===== config.mk =====
export PLATFORM = sky130hd
export DESIGN_NAME = uart_mem_loader
export DESIGN_NICKNAME = d
export VERILOG_FILES = /design/src/rtl/uart_loader_pkg.sv /design/src/rtl/uart_rx_core.sv /design/src/rtl/uart_mem_loader.sv
export SDC_FILE = /design/constraint.sdc
export NUM_CORES = 1
export LEC_CHECK = 0
export BUFFER_PORTS_ARGS = -buffer_cell sky130_fd_sc_hd__buf_2
export CAP_MARGIN = 40
export CORE_MARGIN = 2
export CORE_UTILIZATION = 30
export CTS_BUF_LIST = sky130_fd_sc_hd__clkbuf_4
export DETAILED_ROUTE_END_ITERATION = 7
export GPL_ROUTABILITY_DRIVEN = 0
export PLACE_DENSITY_LB_ADDON = 0.1
export SLEW_MARGIN = 15
export SYNTH_ARGS = -nofsm -noshare
export SYNTH_HDL_FRONTEND = slang
export SYNTH_SLANG_ARGS = --single-unit

===== constraint.sdc =====
create_clock -name clk -period 5.1 [get_ports clk]
set_input_delay 0.255 -clock clk [delete_from_list [all_inputs] [get_ports clk]]
set_output_delay 0.255 -clock clk [all_outputs]
set_load 0.05 [all_outputs]

===== src/rtl/uart_loader_pkg.sv =====
`default_nettype none
// ============================================================================
// Module : uart_loader_pkg
// Brief  : Shared types and helpers for the UART-to-memory loader.
// Rev    : 1.0  initial release
// ============================================================================
package uart_loader_pkg;

    typedef enum logic [1:0] {
        RX_IDLE  = 2'd0,
        RX_START = 2'd1,
        RX_DATA  = 2'd2,
        RX_STOP  = 2'd3
    } rx_state_t;

    typedef enum logic {
        B_IDLE  = 1'b0,
        B_WRITE = 1'b1
    } bus_state_t;

    localparam logic [3:0] WSTRB_FULL = 4'b1111;

    // Byte enables for a partial word holding n low bytes.
    function automatic logic [3:0] partial_strb(input logic [1:0] n);
        case (n)
            2'd1:    partial_strb = 4'b0001;
            2'd2:    partial_strb = 4'b0011;
            2'd3:    partial_strb = 4'b0111;
            default: partial_strb = WSTRB_FULL;
        endcase
    endfunction

endpackage
`default_nettype wire


===== src/rtl/uart_rx_core.sv =====
`default_nettype none
// ============================================================================
// Module : uart_rx_core
// Brief  : 8N1 UART receiver with a 2-flop input synchronizer.
// Rev    : 1.0  initial release
// ============================================================================
module uart_rx_core #(
    parameter int CLKS_PER_BIT = 217
) (
    input  logic       clk,
    input  logic       reset,
    input  logic       i_rx,
    output logic [7:0] o_byte,
    output logic       o_byte_valid,
    output logic       o_frame_err
);
    import uart_loader_pkg::*;

    localparam int c_HALF = CLKS_PER_BIT / 2;
    localparam int c_CW   = $clog2(CLKS_PER_BIT);

    logic            r_sync1;
    logic            r_sync2;
    logic [c_CW-1:0] r_clk_cnt;
    logic [2:0]      r_bit_idx;
    logic [7:0]      r_shift;
    rx_state_t       r_state;
    rx_state_t       w_next;
    logic            w_half_tick;
    logic            w_bit_tick;

    assign w_half_tick = (r_clk_cnt == c_CW'(c_HALF - 1));
    assign w_bit_tick  = (r_clk_cnt == c_CW'(CLKS_PER_BIT - 1));

    always_ff @(posedge clk) begin
        if (reset) begin
            r_sync1 <= 1'b1;
            r_sync2 <= 1'b1;
        end else begin
            r_sync1 <= i_rx;
            r_sync2 <= r_sync1;
        end
    end

    always_ff @(posedge clk) begin
        if (reset) r_state <= RX_IDLE;
        else       r_state <= w_next;
    end

    always_comb begin
        w_next = r_state;
        case (r_state)
            RX_IDLE:  if (!r_sync2) w_next = RX_START;
            RX_START: if (w_half_tick) w_next = r_sync2 ? RX_IDLE : RX_DATA;
            RX_DATA:  if (w_bit_tick && (r_bit_idx == 3'd7)) w_next = RX_STOP;
            RX_STOP:  if (w_bit_tick) w_next = RX_IDLE;
            default:  w_next = RX_IDLE;
        endcase
    end

    // Bit timer restarts at mid-start so later samples land mid-bit.
    always_ff @(posedge clk) begin
        if (reset) begin
            r_clk_cnt <= '0;
            r_bit_idx <= '0;
            r_shift   <= '0;
        end else begin
            if ((r_state == RX_IDLE) || ((r_state == RX_START) && w_half_tick) || w_bit_tick)
                r_clk_cnt <= '0;
            else
                r_clk_cnt <= r_clk_cnt + c_CW'(1);
            if (r_state == RX_IDLE)
                r_bit_idx <= '0;
            else if ((r_state == RX_DATA) && w_bit_tick) begin
                r_shift   <= {r_sync2, r_shift[7:1]};
                r_bit_idx <= r_bit_idx + 3'd1;
            end
        end
    end

    always_comb begin
        o_byte_valid = (r_state == RX_STOP) && w_bit_tick && r_sync2;
        o_frame_err  = (r_state == RX_STOP) && w_bit_tick && !r_sync2;
    end

    assign o_byte = r_shift;

endmodule
`default_nettype wire


===== src/rtl/uart_mem_loader.sv =====
`default_nettype none
// ============================================================================
// Module : uart_mem_loader
// Brief  : Packs UART bytes into 32-bit words and writes them over a
//          valid/ready bus. Optional checksum output: UART_LOADER_CKSUM_EN.
// Rev    : 1.0  initial release
// ============================================================================
module uart_mem_loader
    import uart_loader_pkg::*;
#(
    parameter int          CLKS_PER_BIT   = 217,
    parameter logic [31:0] BASE_ADDR      = 32'h0000_0000,
    parameter int          MEM_WORDS      = 1024,
    parameter int          TIMEOUT_CYCLES = 2_500_000
) (
    input  logic        clk,
    input  logic        reset,
    input  logic        uart_rx,
    output logic        mem_valid,
    input  logic        mem_ready,
    output logic [31:0] mem_addr,
    output logic [31:0] mem_wdata,
    output logic [3:0]  mem_wstrb,
    output logic        busy,
    output logic        done,
    output logic [15:0] word_count,
    output logic        frame_err,
    output logic        overrun
`ifdef UART_LOADER_CKSUM_EN
    ,
    output logic [7:0]  cksum
`endif
);

    localparam logic [31:0]     c_LAST_ADDR = BASE_ADDR + 32'(4 * (MEM_WORDS - 1));
    localparam int              c_TW        = $clog2(TIMEOUT_CYCLES + 1);
    localparam logic [c_TW-1:0] c_TO_LAST   = c_TW'(TIMEOUT_CYCLES - 1);

    logic [7:0]      w_rx_byte;
    logic            w_rx_valid;
    logic            w_rx_ferr;
    logic            r_busy;
    logic            r_flushing;
    logic            r_done;
    logic            r_held_valid;
    logic [7:0]      r_held_byte;
    logic [1:0]      r_byte_cnt;
    logic [23:0]     r_word;
    logic [c_TW-1:0] r_to_cnt;
    logic [15:0]     r_word_count;
    logic [31:0]     r_addr;
    logic [31:0]     r_wdata;
    logic [3:0]      r_wstrb;
    logic            r_frame_err;
    logic            r_overrun;
    bus_state_t      r_bus_state;
    bus_state_t      w_bus_next;
    logic            w_in_valid;
    logic [7:0]      w_in_byte;
    logic            w_timeout;
    logic            w_ack;
    logic            w_finish;
    logic            w_handoff;
    logic [31:0]     w_ho_data;
    logic [3:0]      w_ho_strb;

    uart_rx_core #(.CLKS_PER_BIT(CLKS_PER_BIT)) u_rx (
        .clk          (clk),
        .reset        (reset),
        .i_rx         (uart_rx),
        .o_byte       (w_rx_byte),
        .o_byte_valid (w_rx_valid),
        .o_frame_err  (w_rx_ferr)
    );

    // A byte landing during a flush waits in the hold slot for the next burst.
    assign w_in_valid = !r_flushing && (r_held_valid || w_rx_valid);
    assign w_in_byte  = r_held_valid ? r_held_byte : w_rx_byte;
    assign w_timeout  = r_busy && !r_flushing && !w_in_valid &&
                        (r_to_cnt == c_TO_LAST) && (r_bus_state == B_IDLE);
    assign w_ack      = (r_bus_state == B_WRITE) && mem_ready;
    assign w_finish   = (w_timeout && (r_byte_cnt == 2'd0)) || (r_flushing && w_ack);

    always_comb begin
        w_handoff = 1'b0;
        w_ho_data = '0;
        w_ho_strb = '0;
        if (w_in_valid && (r_byte_cnt == 2'd3)) begin
            w_handoff = 1'b1;
            w_ho_data = {w_in_byte, r_word};
            w_ho_strb = WSTRB_FULL;
        end else if (w_timeout && (r_byte_cnt != 2'd0)) begin
            w_handoff = 1'b1;
            w_ho_data = {8'h00, r_word};
            w_ho_strb = partial_strb(r_byte_cnt);
        end
    end

    always_ff @(posedge clk) begin
        if (reset) begin
            r_busy       <= 1'b0;
            r_flushing   <= 1'b0;
            r_done       <= 1'b0;
            r_held_valid <= 1'b0;
            r_held_byte  <= '0;
            r_byte_cnt   <= '0;
            r_word       <= '0;
            r_to_cnt     <= '0;
            r_frame_err  <= 1'b0;
            r_overrun    <= 1'b0;
        end else begin
            r_done <= w_finish;
            if (w_rx_valid && r_flushing) begin
                r_held_valid <= 1'b1;
                r_held_byte  <= w_rx_byte;
            end else if (w_in_valid) begin
                r_held_valid <= 1'b0;
            end
            if (w_in_valid) begin
                r_busy   <= 1'b1;
                r_to_cnt <= '0;
                case (r_byte_cnt)
                    2'd0:    r_word[7:0]   <= w_in_byte;
                    2'd1:    r_word[15:8]  <= w_in_byte;
                    2'd2:    r_word[23:16] <= w_in_byte;
                    default: r_word        <= '0;
                endcase
                r_byte_cnt <= r_byte_cnt + 2'd1;
            end else if (w_timeout && (r_byte_cnt != 2'd0)) begin
                r_flushing <= 1'b1;
                r_byte_cnt <= '0;
                r_word     <= '0;
            end else if (r_busy && !r_flushing && (r_to_cnt != c_TO_LAST)) begin
                r_to_cnt <= r_to_cnt + c_TW'(1);
            end
            if (w_finish) begin
                r_busy     <= 1'b0;
                r_flushing <= 1'b0;
            end
            if (w_rx_ferr)
                r_frame_err <= 1'b1;
            if (w_handoff && (r_bus_state == B_WRITE))
                r_overrun <= 1'b1;
        end
    end

    always_ff @(posedge clk) begin
        if (reset) r_bus_state <= B_IDLE;
        else       r_bus_state <= w_bus_next;
    end

    always_comb begin
        w_bus_next = r_bus_state;
        case (r_bus_state)
            B_IDLE:  if (w_handoff) w_bus_next = B_WRITE;
            B_WRITE: if (mem_ready) w_bus_next = B_IDLE;
            default: w_bus_next = B_IDLE;
        endcase
    end

    always_comb begin
        mem_valid = (r_bus_state == B_WRITE);
    end

    always_ff @(posedge clk) begin
        if (reset) begin
            r_addr       <= BASE_ADDR;
            r_wdata      <= '0;
            r_wstrb      <= '0;
            r_word_count <= '0;
        end else begin
            if ((r_bus_state == B_IDLE) && w_handoff) begin
                r_wdata <= w_ho_data;
                r_wstrb <= w_ho_strb;
            end
            if (w_finish)
                r_addr <= BASE_ADDR;
            else if (w_ack)
                r_addr <= (r_addr == c_LAST_ADDR) ? BASE_ADDR : r_addr + 32'd4;
            if (w_in_valid && !r_busy)
                r_word_count <= '0;
            else if (w_ack && (r_word_count != 16'hFFFF))
                r_word_count <= r_word_count + 16'd1;
        end
    end

`ifdef UART_LOADER_CKSUM_EN
    logic [7:0] r_cksum;
    always_ff @(posedge clk) begin
        if (reset)
            r_cksum <= '0;
        else if (w_in_valid)
            r_cksum <= r_busy ? (r_cksum + w_in_byte) : w_in_byte;
    end
    assign cksum = r_cksum;
`endif

    assign mem_addr   = r_addr;
    assign mem_wdata  = r_wdata;
    assign mem_wstrb  = r_wstrb;
    assign busy       = r_busy;
    assign done       = r_done;
    assign word_count = r_word_count;
    assign frame_err  = r_frame_err;
    assign overrun    = r_overrun;

endmodule
`default_nettype wire


; After elaboration in Yosys (flattened, before gate mapping)
; Cells that the tools add are included.
; Widths: inputs -> output; s select.
[totals]
ff_bits = 170
latchBits = 0
ramBits = 0
mem_bits_ro = 0
inputBits = 4
output_inout_bits = 89
n_memories = 0
[classes]
n_addsub = 6
n_mul = 0
div_mod_pow = 0
n_lt_le_gt_ge = 0
eq_ne = 20
n_shift = 0
mux = 27
n_bitwise = 4
reduce_logical = 50
[op_table]
columns = cell, count
row1 = $mux 24, 3
row2 = $mux 32, 2
row3 = $pmux 8 s2, 3
row4 = $add 32x3->32 const B, 1
row5 = $eq 32x12->1 const B, 1
row6 = $add 22x1->22 const B, 1
row7 = $eq 22x22->1 const B, 1
row8 = $logic_and 1x1->1, 22
row9 = $ne 22x22->1 const B, 1
row10 = $add 16x1->16 const B, 1
row11 = $ne 16x16->1 const B, 1
row12 = $reduce_or 2->1, 8
row13 = $mux 2, 7
row14 = $pmux 4 s3, 1
row15 = $reduce_and 2->1, 6
row16 = $add 8x1->8 const B, 1
row17 = $eq 2x2->1 const B, 4
row18 = $eq 8x7->1 const B, 1
row19 = $eq 8x8->1 const B, 1
row20 = $mux 4, 2
row21 = $mux 8, 1
row22 = $ne 2x2->1 const B, 4
row23 = $pmux 2 s4, 1
row24 = $mux 1, 6
row25 = 12 further kinds, 27

; Depth between registers and ports, before layout
; Gate-level depths: netlist of run 1.
[logic_depth]
ltp_word = 14
depth_mapped = 11
mapped_depth_nobuf = 7

; By module
; Synthesis of run 1 repeated with hierarchy kept, for this count alone.
[unflattened]
hier_cells = 918
hier_area_um2 = 7861.3
[modules_own_cells]
columns = mod, instances, cells_each, area_per_inst_um2, seq_area_each_um2
row1 = uart_mem_loader, 1, 801, 6777.8, 2902.8
row2 = uart_rx_core, 1, 117, 1083.5, 460.4

; Worst setup path before layout of run 1
; Ideal clock, no wire load.
[synth_timing]
path_type = register -> register
from = reg r_busy (netlist: busy)
to = reg r_byte_cnt[0]
setup_ns = 0.115
arrival_time_ns = 2.332
required_time_ns = 4.985
path_slack_ns = 2.653
path_stages_with_launch = 8
period_less_slack_ns = 2.447
path_cell_list = dfxtp_1 > or3b_2 > a311o_1 > nor4_4 > buf_6 > buf_6 > nor3_1 > o21a_1
[synth_between]
elab_chain_len = 6
[synth_rtl]
columns = item, line
row1 = "start, declared", uart_mem_loader.sv:42  ; logic r_busy;
row2 = "start signal, assigned", uart_mem_loader.sv:101  ; r_busy <= 1'b0;
row3 = "start signal, assigned", uart_mem_loader.sv:120  ; r_busy <= 1'b1;
row4 = "start signal, assigned", uart_mem_loader.sv:137  ; r_busy <= 1'b0;
row5 = $logic_and 1x1->1 (3 in a row), uart_mem_loader.sv:79  ; assign w_timeout = r_busy && !r_flushing && !w_in_valid &&
row6 = $logic_and 1x1->1, uart_mem_loader.sv:80  ; (r_to_cnt == c_TO_LAST) && (r_bus_state == B_IDLE);
row7 = $logic_and 1x1->1, uart_mem_loader.sv:129  ; end else if (w_timeout && (r_byte_cnt != 2'd0)) begin
row8 = $reduce_bool 2->1 (no source line), -
row9 = "end signal, assigned", uart_mem_loader.sv:128  ; r_byte_cnt <= r_byte_cnt + 2'd1;
row10 = "end, declared", uart_mem_loader.sv:47  ; logic [1:0] r_byte_cnt;
; No other way between the ends.
; A chain may end at the register's enable or synchronous reset.

; Worst setup path in the final report of run 1
[layout_timing]
from = reg r_to_cnt[13]
to = reg r_word[7]
[layout_between]
elab_chain_len = 6
[layout_rtl]
columns = item, line
row1 = "start, declared", uart_mem_loader.sv:49  ; logic [c_TW-1:0] r_to_cnt;
row2 = "start signal, assigned", uart_mem_loader.sv:134  ; r_to_cnt <= r_to_cnt + c_TW'(1);
row3 = $eq 22x22->1, uart_mem_loader.sv:80
row4 = $logic_and 1x1->1, uart_mem_loader.sv:79
row5 = $logic_and 1x1->1, uart_mem_loader.sv:80
row6 = $logic_and 1x1->1, uart_mem_loader.sv:129
row7 = $reduce_bool 2->1 (no source line), -
row8 = $reduce_and 2->1 (no source line), -
row9 = "end signal, assigned", uart_mem_loader.sv:123  ; 2'd0: r_word[7:0] <= w_in_byte;
row10 = "end, declared", uart_mem_loader.sv:48  ; logic [23:0] r_word;
; No other way between the ends.

==> results.sh, run 1 <==
export IMPL_setup_violations=0
export IMPL_synth_top_area_share_pct=42.9
export IMPL_syn_avg_cell_area_sq_um=8.96
export IMPL_drive_gt1_share_pct=18.3
export IMPL_drt_pass1_iter_count=4
export IMPL_initial_utilization_pct=30.3
export IMPL_via_count=6527
export IMPL_finalClockSkew_ns=0.0290
export IMPL_slew_viol_final=0
export IMPL_drtIter0Drc=380
export IMPL_grt_max_degree=69
export IMPL_crit_chain="or4b_1 -> or4_1 -> nor4_4 -> buf_4 -> nor3_1 -> a22o_1"
export IMPL_final_cell_mix="168 x dfxtp_1, 93 x nor2_1, 90 x buf_2, 60 x nand2_1"
export IMPL_grt_overflow=0
export IMPL_place_area_sq_mm=0.00857
export IMPL_ys_types=62
export IMPL_drv_cap=0
export IMPL_synth_seq_cells=168
export IMPL_worst_hold_path_type="in2reg"
export IMPL_cts_made_buffers=17
export IMPL_synth_area_leaders="dfxtp_1 43%, nor2_1 4.5%, xor2_1 3.6%, nand2_1 2.9%, xnor2_1 2.8%"
export IMPL_io_pins=93
export IMPL_critical_path_slowest_cell="or4_1"
export IMPL_route_antenna_remaining_nets=0
export IMPL_p_total_mw=2.23
export IMPL_fin_nets=958
export IMPL_fp_coreArea_sq_mm=0.0258
export IMPL_layout_commonest_cell="dfxtp_1"
export IMPL_grt_pass1_vias=6127
export IMPL_ys_dominant_reg_cell="dfxtp_1"
export IMPL_pre_cts_slack_ns=1.98
export IMPL_cts_sinks=168
export IMPL_grt_pass1_wl_um=33100
export IMPL_core_rowCount=59
export IMPL_final_hold_viol_count=0
export IMPL_cp_required_ns=5.54
export IMPL_critPathMaxFanout=68
export IMPL_path_clk_slew_ns=0.16
export IMPL_cp_buffers_inverters=1
export IMPL_synth_edff_count=0
export IMPL_design_area_sq_mm=0.00891
export IMPL_slowest_delay_ns=0.60
export IMPL_yosysWarnings=0
export IMPL_syn_area_sq_mm=0.00784
export IMPL_buffer_ports_inserted=90
export IMPL_period_needed_ns=3.15
export IMPL_wl_per_cell_um=15.3
export IMPL_async_flop_share_pct=0
export IMPL_worst_slack_ns=1.95
export IMPL_rsz0062_at_grt="no"
export IMPL_p_leak_nw=3.45
export IMPL_rrSetupSlack_ns=1.95
export IMPL_synth_cells=874
export IMPL_yosysTopAreaCell="dfxtp_1"
export IMPL_fin_crit_sh_pct=61.9
export IMPL_vias_per_cell=5.05
export IMPL_cts_buffer_depth=2
export IMPL_post_cts_resized=0
export IMPL_antenna_found_initial=1
export IMPL_htreeDepth=4
export IMPL_crit_path_end_kind="flop"
export IMPL_dp_hpwl_um=13300
export IMPL_path_class="reg2reg"
export IMPL_drc=0
export IMPL_seq_area_frac_synth_pct=42.9
export IMPL_globalRouteTotalUtil_pct=14.4
export IMPL_clk_latency_ns=0.56
export IMPL_wl_um=19800
export IMPL_cp_top_family="simple AND/OR/NAND/NOR gates"
export IMPL_powerDensity_mw_per_mm2=251
export IMPL_fp_dieH_um=166
export IMPL_worst_pin_slew_ns=0.787
export IMPL_area_growth_pct=13.7
export IMPL_critPathArrivalTime_ns=3.59
export IMPL_outcome="finished, final reports clean"
export IMPL_cts_tree="built"
export IMPL_vdd_drop_max_v=0.000145
export IMPL_die_x_um=166
export IMPL_die_area_sq_mm=0.0274
export IMPL_finalSetupTns_ns=0
export IMPL_max_freq_mhz=317
export IMPL_cp_start_kind="flop"
export IMPL_cts_root_buf="clkbuf_4"
export IMPL_slew_headroom_pct=47.1
## registers in the layout, summed over array words and instances (netlist names), 2 cells and up
register / flops
u_rx.o_byte: 8
r_byte_cnt: 2
mem_wstrb: 4
r_word: 24
u_rx.r_clk_cnt: 8
r_held_byte: 8
r_to_cnt: 22
u_rx.r_state: 2
u_rx.r_bit_idx: 3
mem_addr: 30
mem_wdata: 32
word_count: 16
## report_power, final
group          leakage (nW)  switching, mW  internal [mW]  total, mW
clock network         0.171          0.516          0.354      0.870
logic                  1.93         0.0354        0.00939     0.0447
registers              1.35        0.00269           1.31       1.32
total                  3.45          0.554           1.68       2.23
## synth_stat cells, types with 4 or more instances
master / count
nand3_1: 34
buf_4: 6
nor4_1: 15
mux2_2: 9
or2_2: 4
o2111ai_1: 6
a211oi_1: 4
nor3_1: 18
a22o_1: 19
clkbuf_1: 44
o31ai_1: 7
nand2b_1: 5
a21oi_1: 32
and4_1: 9
buf_6: 5
and2_1: 4
dfxtp_1: 168
xnor2_1: 25
a32o_1: 15
or4b_2: 9
and3_1: 25
nor4b_1: 21
a211o_1: 17
nand2_1: 60
xor2_1: 32
or3_1: 8
o41ai_1: 6
mux2i_1: 11
nor2_1: 94
nor2b_1: 4
a32oi_1: 9
or4_1: 13
o21ai_0: 24
ha_1: 12
nand4_1: 21
inv_1: 34
## worst reg2reg max path: cells and delay by family (launching register included)
| family | cells | cell delay [ns] |
|---|---|---|
| AO/OA/AOI/OAI | 1 | 0.31 |
| buffers and inverters | 1 | 0.58 |
| flip-flops | 1 | 0.47 |
| AND/OR/NAND/NOR | 4 | 1.67 |
## layout make-up
cell class                 count  area [sq um]
fill                        2743         16900
multi-input combinational    613          4070
sequential                   168          3360
timing repair buffer         108           601
tap                          335           419
clock inverter                15           189
clock buffer                  17           128
inverter                      34           128
antenna                        3          7.51
## metrics by stage
stage | cells | hold slack (ns) | util (%)
after floorplan | 875 | 0.359 | -
after global placement | 1254 | 0.392 | 33.0
after detailed placement | 1257 | 0.396 | 33.2
after CTS | 1290 | 0.171 | 34.4
after global routing | 1293 | 0.167 | 34.5
final | 1293 | 0.230 | 34.5
## cell families after synthesis
family                   count (synthesis)  synth area share [%]
AO/OA/AOI/OAI                          161                  15.3
flip-flops                             168                  42.9
buffers and inverters                   94                  5.32
adder cells (fa/ha/maj)                 12                  1.92
multiplexers                            20                  2.70
XOR/XNOR                                57                  6.37
other                                    1                0.0479
AND/OR/NAND/NOR                        361                  25.5
## what timing repair did
action                    in CTS  in global routing
hold endpoints to repair       1                  0
buffers inserted               0                  0
hold buffers                   1                  0
## final timing paths
check | start | end | cells past startpoint
max | r_to_cnt[13]$_SDFFE_PP0P_ | r_word[7]$_SDFFE_PP0P_ | 6
min | reset | r_held_byte[6]$_SDFFE_PP0P_ | 3
max reg2reg | r_to_cnt[13]$_SDFFE_PP0P_ | r_word[7]$_SDFFE_PP0P_ | 6
min reg2reg | u_rx.r_sync1$_SDFF_PP1_ | u_rx.r_sync2$_SDFF_PP1_ | 1
## metal layers
layer	global-route usage, %	vias up	share of wire, %
li1	-	3334	-
met1	20.9	3103	52
met2	21.7	86	44
met3	2.94	4	2.9
met4	3.63	0	0.55
met5	0	-	0
(Power assumes the default switching activity.)
==> run 2, diff against run 1 <==
- clock period: 5.1 -> 2.9 ns (I/O delays scaled with it)
==> results.sh, run 2 (synthesis gave the netlist of run 1 again) <==
export IMPL_outcome="finished, final reports clean"
export IMPL_p_total_mw=3.65
export IMPL_htreeDepth=4
export IMPL_core_rowCount=59
export IMPL_drt_pass1_iter_count=4
export IMPL_buffer_ports_inserted=90
export IMPL_slowest_delay_ns=0.54
export IMPL_setup_violations=0
export IMPL_cts_sinks=168
export IMPL_initial_utilization_pct=30.3
export IMPL_post_cts_resized=0
export IMPL_fin_nets=978
export IMPL_fp_dieH_um=166
export IMPL_vias_per_cell=5.05
export IMPL_cts_tree="built"
export IMPL_period_needed_ns=2.62
export IMPL_crit_chain="or4b_1 -> or4_1 -> nor4_4 -> buf_12 -> buf_12 -> o31a_2 -> o21ai_0"
export IMPL_grt_pass1_vias=6199
export IMPL_wl_per_cell_um=15.4
export IMPL_rsz0062_at_grt="no"
export IMPL_cp_top_family="simple AND/OR/NAND/NOR gates"
export IMPL_final_cell_mix="168 x dfxtp_1, 93 x nor2_1, 92 x buf_2, 60 x nand2_1"
export IMPL_grt_overflow=0
export IMPL_cp_required_ns=3.35
export IMPL_max_freq_mhz=381
export IMPL_largest_reg_flops=32
export IMPL_critPathArrivalTime_ns=3.07
export IMPL_placed_cells=1276
export IMPL_layout_commonest_cell="dfxtp_1"
export IMPL_vdd_drop_max_v=0.000194
export IMPL_io_pins=93
export IMPL_path_clk_slew_ns=0.15
export IMPL_finalClockSkew_ns=0.0294
export IMPL_route_antenna_remaining_nets=0
export IMPL_clk_latency_ns=0.56
export IMPL_fin_crit_sh_pct=90.4
export IMPL_die_x_um=166
export IMPL_final_util_pct=34.9
export IMPL_cts_buffer_depth=2
export IMPL_grt_pass1_wl_um=33100
export IMPL_pre_cts_slack_ns=0.267
export IMPL_worst_hold_path_type="in2reg"
export IMPL_globalRouteTotalUtil_pct=14.6
export IMPL_wl_um=20200
export IMPL_cts_root_buf="clkbuf_4"
export IMPL_dp_hpwl_um=13800
export IMPL_finalSetupTns_ns=0
export IMPL_drv_cap=0
export IMPL_critPathMaxFanout=31
export IMPL_crit_path_end_kind="flop"
export IMPL_path_class="reg2reg"
export IMPL_cts_made_buffers=17
export IMPL_grt_max_degree=72
export IMPL_crit_top_cell="buf_12"
export IMPL_cp_buffers_inverters=2
export IMPL_drtIter0Drc=367
export IMPL_via_count=6621
export IMPL_layoutNonFillerInstCount=1310
export IMPL_final_hold_viol_count=0
export IMPL_antenna_found_initial=1
export IMPL_area_growth_pct=14.9
export IMPL_drive_gt1_share_pct=19.8
export IMPL_slew_headroom_pct=40.8
export IMPL_cp_start_kind="flop"
export IMPL_die_area_sq_mm=0.0274
export IMPL_worst_pin_slew_ns=0.880
export IMPL_drc=0
export IMPL_slew_viol_final=0
export IMPL_p_leak_nw=3.51
export IMPL_powerDensity_mw_per_mm2=405
export IMPL_worst_slack_ns=0.278
export IMPL_fp_coreArea_sq_mm=0.0258
export IMPL_critical_path_slowest_cell="or4b_1"
==> run 2: cell count changes in the layout (fill, tap and decap cells not counted), sizes merged, moves of 2 or more <==
cell           delta
clkdlybuf4s18     -2
bufinv            -3
clkinvlp          +2
diode             -2
clkinv            +2
buf              +20
inv               -3
==> run 2: metal layers <==
layer | GRT usage [%] | routed length (um)
met5 | 0 | 0
met2 | 22.4 | 8790
met4 | 3.86 | 192
met3 | 2.51 | 541
met1 | 21.2 | 10600
==> run 2: report_power, final <==
part           switching, mW  internal (mW)  total [mW]
Sequential           0.00143           2.31        2.31
Combinational         0.0678         0.0225      0.0903
Clock                  0.890          0.352        1.24
Total                  0.960           2.69        3.65
==> run 2: final timing paths <==
| kind | from | endpoint | slack [ns] | depth (start not counted) |
|---|---|---|---|---|
| min reg2reg | u_rx.r_sync1$_SDFF_PP1_ | u_rx.r_sync2$_SDFF_PP1_ | 0.43 | 1 |
| max reg2reg | r_to_cnt[5]$_SDFFE_PP0P_ | mem_wdata[28]$_SDFFE_PP0P_ | 0.28 | 7 |
| max | r_to_cnt[5]$_SDFFE_PP0P_ | mem_wdata[28]$_SDFFE_PP0P_ | 0.28 | 7 |
| min | mem_ready | word_count[2]$_SDFFE_PP0P_ | 0.14 | 5 |
==> run 2: worst reg2reg max path, stage by stage, from the launching register on <==
cell	delay, ns
dfxtp_1	0.38
or4b_1	0.54
or4_1	0.50
nor4_4	0.34
buf_12	0.23
buf_12	0.19
o31a_2	0.24
o21ai_0	0.10
==> run 2: cell type report <==
class	instances	area, sq um
Timing Repair Buffer	128	790
Inverter	34	128
Clock buffer	18	135
Multi-Input combinational cell	613	4070
Sequential cell	168	3360
Tap cell	335	419
Antenna cell	1	2.50
Fill cell	2749	16800
Clock inverter	13	97.6
==> run 2: what timing repair did <==
action	CTS	global route
hold endpoints to repair	3	0
hold buffers	2	0
buffers inserted	0	0
==> run 2: stage by stage <==
step | area (sq um) | hold slack [ns]
6_report | 9010 | 0.143
5_1_grt | 9010 | 0.114
4_1_cts | 9000 | 0.0688
3_5_place_dp | 8750 | 0.331
3_3_place_gp | 8720 | 0.328
2_1_floorplan | 7840 | 0.249
==> run 3, diff against run 2 <==
- CAP_MARGIN: 40 -> 25
- CELL_PAD_IN_SITES_DETAIL_PLACEMENT: not set -> 0
- CELL_PAD_IN_SITES_GLOBAL_PLACEMENT: not set -> 2
- SKIP_LAST_GASP: not set -> 1
==> results.sh, run 3 (synthesis gave the netlist of run 1 again) <==
export IMPL_critPathArrivalTime_ns=3.15
export IMPL_fin_nets=974
export IMPL_path_class="reg2reg"
export IMPL_final_cell_mix="168 x dfxtp_1, 93 x nor2_1, 90 x buf_2, 60 x nand2_1"
export IMPL_vdd_drop_max_v=0.000276
export IMPL_critical_path_slowest_cell="or4_1"
export IMPL_cts_tree="built"
export IMPL_grt_overflow=0
export IMPL_powerDensity_mw_per_mm2=417
export IMPL_worst_pin_slew_ns=0.888
export IMPL_slew_viol_final=0
export IMPL_antenna_found_initial=1
export IMPL_crit_path_end_kind="flop"
export IMPL_htreeDepth=4
export IMPL_whs_path_depth=5
export IMPL_via_count=6746
export IMPL_globalRouteTotalUtil_pct=15.3
export IMPL_power_switching_mw=1.05
export IMPL_dp_hpwl_um=14900
export IMPL_cts_root_buf="clkbuf_4"
export IMPL_wl_um=21100
export IMPL_worst_hold_path_type="in2reg"
export IMPL_post_cts_resized=0
export IMPL_grt_max_degree=45
export IMPL_critPathMaxFanout=30
export IMPL_p_sw_share_pct=27.8
export IMPL_hold_path_end="word_count[2]$_SDFFE_PP0P_"
export IMPL_cts_made_buffers=17
export IMPL_fp_dieH_um=166
export IMPL_intPower_mw=2.72
export IMPL_rrSetupSlack_ns=0.23
export IMPL_core_rowCount=59
export IMPL_drive_gt1_share_pct=19.7
export IMPL_finalSetupTns_ns=0
export IMPL_cp_required_ns=3.38
export IMPL_slowest_delay_ns=0.66
export IMPL_hp_start="mem_ready"
export IMPL_crit_chain="or4b_1 -> or4_1 -> nor4_2 -> a211o_1 -> buf_12 -> nor2_1"
export IMPL_rsz0062_at_grt="no"
export IMPL_reg2reg_to="mem_addr[5]$_SDFFE_PP0P_"
export IMPL_fin_crit_sh_pct=92.0
export IMPL_layoutNonFillerInstCount=1307
export IMPL_wl_per_cell_um=16.1
export IMPL_final_hold_viol_count=0
export IMPL_period_needed_ns=2.67
export IMPL_initial_utilization_pct=30.3
export IMPL_drt_pass1_iter_count=5
export IMPL_placed_cells=1271
export IMPL_slew_headroom_pct=40.4
export IMPL_die_area_sq_mm=0.0274
export IMPL_die_x_um=166
export IMPL_largest_reg_flops=32
export IMPL_r2r_cells=6
export IMPL_n_fill_cell=2738
export IMPL_cp_start_kind="flop"
export IMPL_fp_coreArea_sq_mm=0.0258
export IMPL_outcome="finished, final reports clean"
export IMPL_finalClockSkew_ns=0.0337
export IMPL_layout_commonest_cell="dfxtp_1"
export IMPL_combPwrFrac_pct=2.3
export IMPL_clk_latency_ns=0.57
export IMPL_pwr_share_clk_pct=36.3
export IMPL_drtIter0Drc=345
export IMPL_route_antenna_remaining_nets=0
export IMPL_grt_pass1_wl_um=34600
export IMPL_io_pins=93
export IMPL_area_growth_pct=15.3
export IMPL_p_seq_share_pct=61.4
export IMPL_drc=0
export IMPL_setup_violations=0
export IMPL_cts_buffer_depth=2
export IMPL_drv_cap=0
export IMPL_p_leak_nw=3.52
export IMPL_vias_per_cell=5.16
export IMPL_path_clk_slew_ns=0.16
export IMPL_r2r_start="r_to_cnt[10]$_SDFFE_PP0P_"
export IMPL_buffer_ports_inserted=90
export IMPL_max_freq_mhz=375
export IMPL_cts_sinks=168
export IMPL_grt_pass1_vias=6471
## run 3: changes by cell type in the layout (fill, tap and decap cells not counted), sizes merged
cell	previous run	this run
clkinv	6	5
buf	125	121
inv	38	42
clkdlybuf4s15	1	0
clkinvlp	3	2
## run 3: layer usage
metal  up-vias  global-route usage (%)  wire length (um)  part of all wire (%)
met5         -                       0                 0                     0
met4         0                    3.14               119                  0.56
met3         7                    3.35               724                   3.4
met2       123                    25.0              9950                    47
met1      3251                    20.8             10300                    49
li1       3365                       -                 -                     -
## run 3: cell type report
cell class	instances	area, sq um	share of cell area (%)
Multi-Input combinational cell	613	4070	45.1
Sequential cell	168	3360	37.2
Timing Repair Buffer	124	771	8.53
Tap cell	335	419	4.64
Clock inverter	15	154	1.70
Clock buffer	17	128	1.41
Inverter	34	128	1.41
Antenna cell	1	2.50	0.0277
## run 3: worst max-delay path, delay by kind of cell, from the launching register on
family | cells | cell delay (ns)
flops | 1 | 0.44
simple gates | 4 | 1.71
compound gates | 1 | 0.24
buf+inv | 1 | 0.18
## run 3: per-stage QoR
stage	worst slack, ns	area [sq um]	hold slack, ns	power, mW	util, %
2_1_floorplan	0.453	7840	0.249	2.42	-
6_report	0.231	9040	0.112	3.77	35.0
5_1_grt	0.0569	9040	0.0698	3.97	35.0
3_5_place_dp	0.263	8730	0.332	2.45	33.8
3_3_place_gp	0.313	8730	0.330	2.45	33.8
4_1_cts	0.213	9030	0.0665	3.86	34.9
## run 3: power by group through the flow
stage,registers (mW),logic (mW),clock network (mW)
global placement,2.36,0.0842,0
CTS,2.31,0.0878,1.46
global route,2.32,0.0954,1.56
finish,2.31,0.0868,1.37
detailed placement,2.36,0.0853,0
floorplan,2.36,0.0607,0
## run 3: what timing repair did
action                    in CTS  in global routing
setup buffers                  0                  0
hold endpoints to repair       4                  0
hold buffers                   2                  0
## run 3: worst max-delay path by stage
stage,from,end,cells past startpoint
finish,r_to_cnt[10]$_SDFFE_PP0P_,mem_addr[5]$_SDFFE_PP0P_,6
global route,r_to_cnt[10]$_SDFFE_PP0P_,mem_addr[7]$_SDFFE_PP0P_,6
CTS,r_to_cnt[13]$_SDFFE_PP0P_,r_word[22]$_SDFFE_PP0P_,7
detailed placement,r_to_cnt[13]$_SDFFE_PP0P_,r_word[22]$_SDFFE_PP0P_,7
global placement,r_to_cnt[13]$_SDFFE_PP0P_,r_word[22]$_SDFFE_PP0P_,7
floorplan,busy$_SDFFE_PP0P_,r_byte_cnt[0]$_SDFFE_PP0P_,7
